==> config.mk <==
export PLATFORM = sky130hd
export DESIGN_NAME = ram_port_arbiter
export DESIGN_NICKNAME = d
export VERILOG_FILES = /design/src/rtl/ram_port_arbiter.sv
export SDC_FILE = /design/constraint.sdc
export NUM_CORES = 1
export LEC_CHECK = 0
export ABC_AREA = 0
export BUFFER_PORTS_ARGS = -buffer_cell sky130_fd_sc_hd__buf_2
export CAP_MARGIN = 20
export CORE_AREA = 2 2 141 143
export DETAILED_ROUTE_END_ITERATION = 6
export DIE_AREA = 0 0 143 145
export SLEW_MARGIN = 20
export SYNTH_ARGS = -nofsm -noshare
export SYNTH_HDL_FRONTEND = slang
export SYNTH_SLANG_ARGS = --single-unit
==> constraint.sdc <==
create_clock -name clk -period 2.55 [get_ports clk]
set_clock_uncertainty 0.2 [all_clocks]
set_input_delay 0.1275 -clock clk [delete_from_list [all_inputs] [get_ports clk]]
set_output_delay 0.1275 -clock clk [all_outputs]
set_load 0.01 [all_outputs]
==> src/rtl/ram_port_arbiter.sv <==
// ram_port_arbiter: round-robin arbiter sharing one RAM port between M0 reads, M1 writes and M1 reads.
module ram_port_arbiter #(
  parameter int ADDR_W = 32,
  parameter int DATA_W = 32
) (
  input  logic                  clk,
  input  logic                  rst,
  input  logic [ADDR_W-1:0]     m0_araddr,
  input  logic                  m0_arvalid,
  output logic                  m0_arready,
  output logic [DATA_W-1:0]     m0_rdata,
  output logic                  m0_rvalid,
  input  logic                  m0_rready,
  input  logic [ADDR_W-1:0]     m1_awaddr,
  input  logic                  m1_awvalid,
  output logic                  m1_awready,
  input  logic [DATA_W-1:0]     m1_wdata,
  input  logic [DATA_W/8-1:0]   m1_wstrb,
  input  logic                  m1_wvalid,
  output logic                  m1_wready,
  output logic                  m1_bvalid,
  input  logic                  m1_bready,
  input  logic [ADDR_W-1:0]     m1_araddr,
  input  logic                  m1_arvalid,
  output logic                  m1_arready,
  output logic [DATA_W-1:0]     m1_rdata,
  output logic                  m1_rvalid,
  input  logic                  m1_rready,
  output logic [ADDR_W-1:0]     s_awaddr,
  output logic                  s_awvalid,
  input  logic                  s_awready,
  output logic [DATA_W-1:0]     s_wdata,
  output logic [DATA_W/8-1:0]   s_wstrb,
  output logic                  s_wvalid,
  input  logic                  s_wready,
  input  logic                  s_bvalid,
  output logic                  s_bready,
  output logic [ADDR_W-1:0]     s_araddr,
  output logic                  s_arvalid,
  input  logic                  s_arready,
  input  logic [DATA_W-1:0]     s_rdata,
  input  logic                  s_rvalid,
  output logic                  s_rready,
  output logic [1:0]            gnt,
  output logic                  busy
);
  localparam logic [2:0] IDLE    = 3'd0;
  localparam logic [2:0] RD_REQ  = 3'd1;
  localparam logic [2:0] RD_RESP = 3'd2;
  localparam logic [2:0] WR_REQ  = 3'd3;
  localparam logic [2:0] WR_RESP = 3'd4;
  logic [2:0] state;
  logic [1:0] gnt_q, last, n1, n2, win;
  logic [3:0] req;
  logic aw_done, w_done, aw_hs, w_hs;
  logic rd_req, rd_resp, wr_req, wr_resp, m0_sel;
  // req is indexed by grant code; bit 0 (no grant) is never a request
  assign req = {m1_arvalid, m1_awvalid & m1_wvalid, m0_arvalid, 1'b0};
  assign n1 = last == 2'd3 ? 2'd1 : last + 2'd1;
  assign n2 = n1 == 2'd3 ? 2'd1 : n1 + 2'd1;
  assign win = req[n1] ? n1 : req[n2] ? n2 : req[last] ? last : 2'd0;
  // outputs are forced quiet while reset is held, not just after the edge
  assign rd_req  = !rst && state == RD_REQ;
  assign rd_resp = !rst && state == RD_RESP;
  assign wr_req  = !rst && state == WR_REQ;
  assign wr_resp = !rst && state == WR_RESP;
  assign busy    = !rst && state != IDLE;
  assign gnt     = rst ? 2'd0 : gnt_q;
  assign m0_sel  = gnt_q == 2'd1;
  assign s_araddr   = rd_req ? (m0_sel ? m0_araddr : m1_araddr) : '0;
  assign s_arvalid  = rd_req;
  assign m0_arready = rd_req & m0_sel & s_arready;
  assign m1_arready = rd_req & !m0_sel & s_arready;
  assign m0_rdata   = s_rdata;
  assign m1_rdata   = s_rdata;
  assign m0_rvalid  = rd_resp & m0_sel & s_rvalid;
  assign m1_rvalid  = rd_resp & !m0_sel & s_rvalid;
  assign s_rready   = rd_resp & (m0_sel ? m0_rready : m1_rready);
  assign s_awaddr   = wr_req ? m1_awaddr : '0;
  assign s_wdata    = wr_req ? m1_wdata : '0;
  assign s_wstrb    = wr_req ? m1_wstrb : '0;
  assign s_awvalid  = wr_req & !aw_done;
  assign s_wvalid   = wr_req & !w_done;
  assign aw_hs      = s_awvalid & s_awready;
  assign w_hs       = s_wvalid & s_wready;
  assign m1_awready = aw_hs;
  assign m1_wready  = w_hs;
  assign m1_bvalid  = wr_resp & s_bvalid;
  assign s_bready   = wr_resp & m1_bready;
  always_ff @(posedge clk) begin
    if (rst) begin
      state   <= IDLE;
      gnt_q   <= 2'd0;
      last    <= 2'd3;
      aw_done <= 1'b0;
      w_done  <= 1'b0;
    end else begin
      case (state)
        IDLE: if (win != 2'd0) begin
          gnt_q   <= win;
          last    <= win;
          state   <= win == 2'd2 ? WR_REQ : RD_REQ;
          aw_done <= 1'b0;
          w_done  <= 1'b0;
        end
        RD_REQ: if (s_arready) state <= RD_RESP;
        RD_RESP: if (s_rvalid & s_rready) begin
          state <= IDLE;
          gnt_q <= 2'd0;
        end
        WR_REQ: begin
          aw_done <= aw_done | aw_hs;
          w_done  <= w_done | w_hs;
          if ((aw_done | aw_hs) & (w_done | w_hs)) state <= WR_RESP;
        end
        WR_RESP: if (s_bvalid & m1_bready) begin
          state <= IDLE;
          gnt_q <= 2'd0;
        end
        default: begin
          state <= IDLE;
          gnt_q <= 2'd0;
        end
      endcase
    end
  end
endmodule
Word-level counts from Yosys, hierarchy flattened
Cells that the tools add are included.
{ "word_totals": {"ff_bits": 9, "in_bits": 178, "output_inout_bits": 179} }
{ "classes": {"addsub": 2, "order_cmp": 3, "n_eq_ne": 13, "n_mux": 32, "bitwise_logic": 22, "reduce_logical": 18} }
{ "op_table": {"columns": ["operator", "n"], "rows": [
  ["$mux W32", 4],
  ["$mux W2", 10],
  ["$and A1 B1 Y1", 19],
  ["$mux W3", 5],
  ["$pmux W3 S5", 1],
  ["$lt A2 B3 Y1 const B", 3],
  ["$pmux W2 S4", 1],
  ["$bmux W1 S2", 3],
  ["$eq A2 B2 Y1 const B", 3],
  ["$eq A3 B2 Y1 const B", 2],
  ["$ne A2 B1 Y1 const B", 3],
  ["$logic_and A1 B1 Y1", 5],
  ["$mux W1", 5],
  ["$reduce_and A5 Y1", 1],
  ["$add A2 B1 Y2 const B", 2],
  ["$logic_not A1 Y1", 4],
  ["$mux W4", 1],
  ["$ne A2 B2 Y1 const B", 2],
  ["$pmux W1 S2", 2],
  ["$reduce_and A2 Y1", 2],
  ["$reduce_and A4 Y1", 1],
  ["$reduce_bool A2 Y1", 2],
  ["$eq A3 B1 Y1 const B", 1],
  ["$eq A3 B3 Y1 const B", 1],
  ["other kinds (6)", 7]
]} }

Longest topological paths before layout
Gate-level depths: netlist (run 1).
{ "depth": {"depth_word": 12, "mapped_depth": 8} }

Worst setup path after synthesis (run 1)
Ideal clock, no wire load.
{ "synth_timing": {"path_kind": "flip-flop to flip-flop", "from": "register last[0]", "to": "register state[1]", "setup_time_ns": 0.073, "t_arrival_ns": 2.027, "t_required_ns": 2.277, "setup_slack_ns": 0.250, "path_stages_with_launch": 9, "n_path_buf": 1, "synth_period_minus_slack_ns": 2.300, "path_cell_list": "dfxtp_1 -> inv_1 -> ha_1 -> buf_6 -> nand2b_4 -> o21a_1 -> o221a_4 -> or4_4 -> o211ai_2"} }
{ "synth_between": {"elab_chain_len": 12} }
{ "synth_lines": {"columns": ["item", "line", "text"], "rows": [
  ["start: declaration", "53", "logic [1:0] gnt_q, last, n1, n2, win;"],
  ["start signal: assignment", "101", "last <= win;"],
  ["$add A2 B1 Y2 or $eq A2 B2 Y1 (tied branches)", "59", "assign n1 = last == 2'd3 ? 2'd1 : last + 2'd1;"],
  ["$mux W2", "59", null],
  ["$add A2 B1 Y2 or $eq A2 B2 Y1 (tied branches)", "60", "assign n2 = n1 == 2'd3 ? 2'd1 : n1 + 2'd1;"],
  ["$mux W2", "60", null],
  ["$bmux W1 S2", "61", "assign win = req[n1] ? n1 : req[n2] ? n2 : req[last] ? last : 2'd0;"],
  ["$mux W1 (implied by the code)", "61", null],
  ["$mux W2", "61", null],
  ["$mux W2 (*)", "61", null],
  ["$eq A2 B2 Y1", "102", "state <= win == 2'd2 ? WR_REQ : RD_REQ;"],
  ["$mux W2", "102", null],
  ["$mux W3", "99", "IDLE: if (win != 2'd0) begin"],
  ["$pmux W3 S5", "98", "case (state)"],
  ["end signal: assignment", "102", null],
  ["end: declaration", "52", "logic [2:0] state;"]
]} }
Every way passes the cells marked *; elsewhere a longest branch is shown, timed or not. The select of a mux whose other input is x is not followed.
A chain may end at the register's enable or synchronous reset.

Final worst setup path (run 1)
Ends and elaborated chain as after synthesis.

==> results.tsv, run 1 <==
metric	value	unit
start_kind	register	
area_growth	54.3	%
initial_core_util	11.7	%
drtPass1Iterations	4	
power.density	522	nW/um^2
drive_gt1_share	53.6	%
cts_buffer_depth	2	
insertion_delay	0.24	ns
cp_max_fo	9	
cts_sinks	9	
holdBufCountCts	0	
post-route-min-period	2.36	ns
fin_util	18.0	%
setup-violations-final	0	
synth_area	2250	sq um
synth-xor-area-share	0	%
layout.cells.most_common	buf_2	
drt_iter0_markers	75	
coreArea	19200	sq um
final_antenna_net_count	0	
leakagePower	2.25	nW
ioPinCount	357	
die_x	143	um
pre_cts_slack	0.102	ns
rsz0062_at_grt	false	
synthDistinctLibCells	46	
combPwrFrac	72.9	%
synth-edff-count	0	
vias	3120	
synth_compound_area_share	17.3	%
outcome	complete, no violations	
fillers	2202	
grt_overflow	0	
critPathCaptureType	register	
avgRoutedWirePerCell	14.3	um
ys_seq_area_share	8.02	%
max_freq	424	MHz
ctsResizeCount	0	
p_clk_share	15.5	%
yosysTopAreaCell	buf_4	
grt_pass1_wl	16100	um
place_area	3370	sq um
num_rows	51	
finalMaxSlewViolations	0	
synth_top_family_by_area	simple AND/OR/NAND/NOR gates	
fin_nets	724	
synthFlopType	dfxtp_1	
setup_slack	0.193	ns
seqPwrFrac	11.5	%
viasPerCell	3.86	
finalSetupTns	0	ns
crit_type	register to register	
grt_usage	10.0	%
synth_nets	545	
drt-total-wl	11600	um
peakVddDrop	0.274	mV
period_share	92.4	%
die_h	145	um
total_power	1.81	mW
grt_max_degree	44	
syn_avg_cell_area	6.15	sq um
ctsHtreeMaxLevel	1	
clkTransAtPathRegs	0.04	ns
stdcell_area	3460	sq um
gp_congestion	0.809	
grt_antenna_before_repair	0	
p_int	918	uW
synth_top_area_share	21.4	%
io_buffers	260	
critPathRequiredTime	2.52	ns
synth.area.mux_share	1.39	%
critPathArrivalTime	2.32	ns
p_sw	891	uW
p_sw_share	49.3	%
cts_buffers	3	
synth-adder-area-share	1.11	%
synth_warnings	0	
synthArstFlopShare	0	%
ys_ff_latch	9	
cts_tree	yes	
synth_area_leaders	buf_4, and3_1, nand2_1	
cts_root_buffer	clkbuf_16	
yosys.area_share.simple	44.3	%
hpwl	9900	um
slew_headroom	63.0	%
netlist_instances	365	
cts_setup_buffers	0	
mostFrequentLayoutCells	buf_2, and3_1, nand2_1	
drv_cap	0	
route.detailed.drc	0	
dieArea	20700	sq um
hold_violations	0	
grt_pass1_vias	3013	
worst_pin_slew	0.547	ns
hold_class	input port to register	
cells by family after synthesis:
kind of cell,Yosys count
AO/OA/AOI/OAI,60
adder cells (fa/ha/maj),2
buffers and inverters,100
flip-flops,9
multiplexers,3
AND/OR/NAND/NOR,191
layout make-up:
cell class | instances | area, sq um | area share (%)
Inverter | 5 | 18.8 | 0.542
Sequential cell | 9 | 180 | 5.20
Tap cell | 265 | 332 | 9.57
Multi-Input combinational cell | 256 | 1470 | 42.5
Clock buffer | 4 | 78.8 | 2.28
Antenna cell | 1 | 2.50 | 0.0722
Timing Repair Buffer | 269 | 1380 | 39.9
sequential cells by signal, summed over array words and instances (netlist names):
name and flops:
last 2, aw_done 1, w_done 1, state 3, gnt_q 2
worst paths after layout:
kind                               start        to  slack, ns  cells past startpoint
worst max-delay path             last[0]  state[1]       0.19                      7
worst min-delay path            s_wready    w_done       0.02                      3
worst max register to register   last[0]  state[1]       0.19                      7
worst min register to register   last[0]   last[0]       0.33                      1
power groups by stage:
stage               combinational, mW  clock, mW  sequential (mW)
CTS                              1.31      0.280            0.209
global route                     1.46      0.288            0.217
global placement                 1.28          0            0.210
finish                           1.32      0.281            0.209
floorplan                       0.955          0            0.194
detailed placement               1.31          0            0.211
layer usage:
layer | wire, um | GRT usage [%]
met2 | 5670 | 18.8
met1 | 4510 | 10.5
met3 | 1180 | 3.33
met5 | 0 | 0
met4 | 226 | 2.48
per-stage QoR:
stage	hold WS, ns	cells
final	0.0245	809
after global placement	0.0551	804
after detailed placement	0.0551	804
after global routing	0.0549	808
after floorplan	0.0809	365
after CTS	0.0264	808
worst max-delay path: stages (launching register included):
cell      delay (ns)
dfxtp_1         0.36
inv_1           0.09
ha_2            0.41
nand4b_1        0.15
o21a_1          0.15
o221a_4         0.28
or4_4           0.51
o211ai_2        0.13
synth_stat cells, drive strengths merged, types with 3 or more instances:
master / instances
nor2: 18
and2: 5
nor2b: 7
dfxtp: 9
and3: 72
nand2b: 4
clkbuf: 28
inv: 5
nand2: 71
o211ai: 3
buf: 67
a21oi: 39
o21ai: 3
No activity file was read; power rests on OpenSTA's default activity.
==> inputs of run 2 (changes only) <==
MAX_ROUTING_LAYER = met4   (was default)
==> run 2 against run 1 <==
Against the previous run: fmax about the same; global-route usage increased by 0.32 points; largest cell class unchanged; clock power about the same; setup slack improved by 0.00097 ns; core utilization unchanged; total power about the same; routed wire length increased by 0.41%.
==> results.tsv, run 2 (synthesized netlist as in run 1, its figures left out) <==
metric	value	unit	change
outcome	complete, no violations		
cts_tree	yes		
insertion_delay	0.24	ns	about the same
fillers	2202		unchanged
seqCellArea	180	sq um	unchanged
critPathArrivalTime	2.32	ns	about the same
cts_buffers	3		unchanged
num_rows	51		unchanged
grt_pass1_wl	16100	um	+0.17%
layout.cells.most_common	buf_2		
die_h	145	um	unchanged
peakVddDrop	0.274	mV	+0.14%
r2r-end	state[1]		
hold_class	input port to register		
drt-total-wl	11600	um	+0.41%
worst_hold_path.endpoint	w_done		
instances_no_fill	809		unchanged
worst_pin_slew	0.545	ns	-0.00222 ns
mostFrequentLayoutCells	buf_2, and3_1, nand2_1		
post-route-min-period	2.36	ns	-0.000970 ns
max_freq	424	MHz	about the same
rr_startpoint	last[0]		
ioPinCount	357		unchanged
grt_max_degree	44		unchanged
avgRoutedWirePerCell	14.4	um	+0.41%
route.detailed.drc	0		unchanged
cpMaxStageDelayCell	or4_4		
rr_worst_depth	7		unchanged
grt_pass1_vias	3001		-0.40%
multi_input_area	1470	sq um	unchanged
slew_headroom	63.2	%	+0.15 points
power.density	522	nW/um^2	about the same
drive_gt1_share	53.6	%	unchanged
largest_reg_flops	3		unchanged
start_kind	register		
r2r_setup_slack	0.19	ns	about the same
vias	3122		+0.064%
finalMaxSlewViolations	0		unchanged
hpwl	9900	um	unchanged
critPathRequiredTime	2.52	ns	about the same
drv_cap	0		unchanged
grt_overflow	0		unchanged
initial_core_util	11.7	%	unchanged
top_register	state		
setup-violations-final	0		unchanged
finalSetupTns	0	ns	unchanged
drt_iter0_markers	66		-12%
hold_violations	0		unchanged
critPathTopFamily	simple AND/OR/NAND/NOR gates		
place_area	3370	sq um	unchanged
critPathCaptureType	register		
total_power	1.81	mW	about the same
period_share	92.4	%	about the same
stdcell_area	3460	sq um	unchanged
cp_max_fo	9		unchanged
final_antenna_net_count	0		unchanged
cp.buffers_inverters	1		unchanged
hold_start	s_wready		
crit_type	register to register		
clkTransAtPathRegs	0.04	ns	about the same
slowest_delay	0.51	ns	about the same
fin_nets	724		unchanged
rsz0062_at_grt	false		
cts_root_buffer	clkbuf_16		
min_path_cells	3		unchanged
cts_buffer_depth	2		unchanged
viasPerCell	3.86		about the same
grt_antenna_before_repair	0		unchanged
io_buffers	260		unchanged
coreArea	19200	sq um	unchanged
largestRegisters	state x3, gnt_q x2, last x2		
drtPass1Iterations	4		unchanged
grt_usage	10.3	%	+0.32 points
dieArea	20700	sq um	unchanged
holdBufCountCts	0		unchanged
area_growth	54.3	%	unchanged
die_x	143	um	unchanged
cp_cell_sequence	inv_1 > ha_2 > nand4b_1 > o21a_1 > o221a_4 > or4_4 > o211ai_2		
ctsHtreeMaxLevel	1		unchanged
gp_congestion	0.821		+1.5%
dpl.cell_count	804		unchanged
cts_sinks	9		unchanged
leakagePower	2.25	nW	unchanged
run 2: cell counts in the layout (fill, tap and decap cells not counted):
No cell type changed its count.
run 2: worst max path at each step:
stage | startpoint | end | slack, ns | depth (start not counted)
final | last[0] | state[1] | 0.19 | 7
after floorplan | last[0] | state[1] | 0.25 | 8
after global placement | last[0] | last[0] | 0.16 | 7
after detailed placement | last[0] | last[0] | 0.10 | 7
after CTS | last[0] | last[0] | 0.1 | 7
after global routing | last[0] | last[0] | 0.008 | 7
run 2: worst register-to-register path: cells and delay by family (launching register included):
kind	cells	cell delay, ns
buffers and inverters	1	0.09
and+or+nand+nor	2	0.67
AOI/OAI and AO/OA	3	0.56
adders and majority gates	1	0.41
DFF	1	0.36
run 2: through the flow:
stage	setup slack (ns)	hold WS (ns)	util (%)
3_5_place_dp	0.102	0.0551	17.5
3_3_place_gp	0.165	0.0551	17.5
4_1_cts	0.0990	0.0264	18.0
6_report	0.194	0.0251	18.0
2_1_floorplan	0.250	0.0809	-
5_1_grt	0.00767	0.0549	18.0
run 2: report_power, final:
part	leakage [nW]	switching, mW	internal [mW]
clock	0.0382	0.0716	0.209
combinational	2.13	0.784	0.536
sequential	0.0738	0.0358	0.173
run 2: repair_timing:
item / CTS / global route
endpoints found under the setup margin: 0 / 5
resized for setup: 0 / 2
setup buffers: 0 / 0
run 2: metal layers:
metal	global-route usage, %	wire (um)	up-vias
li1	-	-	1529
met1	11.0	4590	1355
met2	18.9	5750	216
met3	2.81	1090	22
met4	2.23	198	0
met5	-	0	-
run 2: area by class of cell:
cell class	count	share of cell area (%)
clock buffers	4	2.28
well taps	265	9.57
multi-input cells	256	42.5
flip-flops and latches	9	5.20
repair buffers	269	39.9
diodes	1	0.0722
inverters	5	0.542
==> inputs of run 3 (changes only) <==
CORE_AREA = 2 2 138 140   (was 2 2 141 143)
CTS_BUF_LIST = sky130_fd_sc_hd__clkbuf_4 sky130_fd_sc_hd__clkbuf_8   (was default)
DIE_AREA = 0 0 140 142   (was 0 0 143 145)
SLEW_MARGIN = 25   (was 20)
==> run 3 against run 2 <==
Against the previous run: the run now ends with design-rule violations left; sequential power hardly changed; flip-flop and latch count stayed put; count of clock-buffer cells in the layout stayed put; total power is 8.2% lower; critical path depth stayed put; worst hold slack better by 0.030 ns; sequential share of layout area is 0.13 points higher; first-iteration DRC count is 83% higher; core utilization is 0.29 points higher; routed wire length is 1.3% higher; die area is 4.1% lower; largest cell class unchanged.
==> results.tsv, run 3 (synthesized netlist as in run 1, its figures left out) <==
metric	value	unit	change
outcome	finished, violations left		
hold_class	input port to primary output		
grt_pass1_wl	15900	um	-0.90%
grt_usage	10.8	%	+0.48 points
die_h	142	um	-2.1%
seqCellArea	180	sq um	unchanged
failed_checks	design-rule violations		
post-route-min-period	2.38	ns	+0.0226 ns
place_area	3320	sq um	-1.6%
ctsHtreeMaxLevel	1		unchanged
leakagePower	2.22	nW	-1.0%
initial_core_util	12.2	%	+0.48 points
grt_max_degree	69		+57%
critPathRequiredTime	2.51	ns	about the same
cp_max_fo	9		unchanged
grt_antenna_before_repair	2		+2
route.detailed.drc	25		+25
fin_nets	722		-0.28%
io_buffers	260		unchanged
fillers	2116		-3.9%
cts_buffer_depth	2		unchanged
cpMaxStageDelayCell	or4_4		
cts_root_buffer	clkbuf_8		
slowest_delay	0.52	ns	about the same
viasPerCell	4.00		+3.7%
total_power	1.66	mW	-8.2%
avgRoutedWirePerCell	15.2	um	+5.5%
crit_type	register to register		
cts_sinks	9		unchanged
critPathTopFamily	simple AND/OR/NAND/NOR gates		
finalSetupTns	0	ns	unchanged
die_x	140	um	-2.1%
mostFrequentLayoutCells	buf_2, and3_1, nand2_1		
period_share	93.3	%	+0.89 points
cp.buffers_inverters	1		unchanged
hold_violations	0		unchanged
setup-violations-final	0		unchanged
largest_reg_flops	3		unchanged
peakVddDrop	0.195	mV	-29%
final_antenna_net_count	0		unchanged
area_growth	50.6	%	
drv_cap	0		unchanged
hpwl	10200	um	+2.9%
dieArea	19900	sq um	-4.1%
top_register	state		
drt-total-wl	11800	um	+1.3%
drive_gt1_share	53.6	%	about the same
vias	3109		-0.42%
critPathCaptureType	register		
dpl.cell_count	771		-4.1%
max_freq	420	MHz	-0.95%
cts_tree	yes		
holdBufCountCts	0		unchanged
grt_overflow	0		unchanged
finalMaxSlewViolations	0		unchanged
critPathArrivalTime	2.34	ns	+0.02 ns
worst_pin_slew	0.513	ns	-0.0313 ns
clkTransAtPathRegs	0.05	ns	about the same
multi_input_area	1470	sq um	unchanged
num_rows	50		-2.0%
timing.hold.ws	0.0550	ns	+0.0300 ns
stdcell_area	3380	sq um	-2.3%
drtPass1Iterations	6		+2
cts_setup_buffers	0		unchanged
instances_no_fill	777		-4.0%
gp_congestion	0.812		-1.1%
slew_headroom	65.8	%	+2.6 points
drt_iter0_markers	121		+83%
cts_buffers	3		unchanged
rsz0062_at_grt	false		
largestRegisters	state x3, gnt_q x2, last x2		
coreArea	18500	sq um	-3.9%
start_kind	register		
power.density	491	nW/um^2	-6.0%
layout.cells.most_common	buf_2		
ioPinCount	357		unchanged
insertion_delay	0.23	ns	about the same
cp_cell_sequence	inv_1 > ha_2 > nand4b_1 > o21a_1 > o221a_4 > or4_4 > o211ai_2		
grt_pass1_vias	2757		-8.1%
-- run 3: what timing repair did --
item,in CTS,in global routing
setup endpoints to repair,0,4
gates resized for setup,0,2
endpoints found under the hold margin,0,0
-- run 3: layout make-up --
| class | instances | share of cell area, % |
|---|---|---|
| antenna | 2 | 0.148 |
| clock buffer | 4 | 1.44 |
| timing repair buffer | 267 | 40.4 |
| multi-input combinational | 256 | 43.5 |
| inverter | 5 | 0.555 |
| sequential | 9 | 5.33 |
| tap | 234 | 8.65 |
-- run 3: where the power goes --
group / switching [mW] / internal (mW) / total, mW
Clock: 0.0533 / 0.119 / 0.173
Sequential: 0.0369 / 0.173 / 0.209
Combinational: 0.767 / 0.511 / 1.28
-- run 3: layer usage --
metal | GRT usage, % | share of wire (%)
met5 | - | 0
met4 | 1.38 | 0.72
met3 | 4.17 | 13
met2 | 20.7 | 51
met1 | 10.7 | 36
-- run 3: per-stage QoR --
stage	util, %	worst slack [ns]
floorplan	-	0.250
global placement	18.0	0.145
detailed placement	18.0	0.125
CTS	18.2	0.103
global route	18.3	0.0546
finish	18.3	0.172
-- run 3: worst paths after layout --
| path | from | end | slack (ns) | depth (start not counted) |
|---|---|---|---|---|
| max | last[0] | state[1] | 0.17 | 7 |
| min | s_rdata[16] | m1_rdata[16] | 0.06 | 0 |
| max reg2reg | last[0] | state[1] | 0.17 | 7 |
| min reg2reg | last[0] | last[0] | 0.34 | 1 |
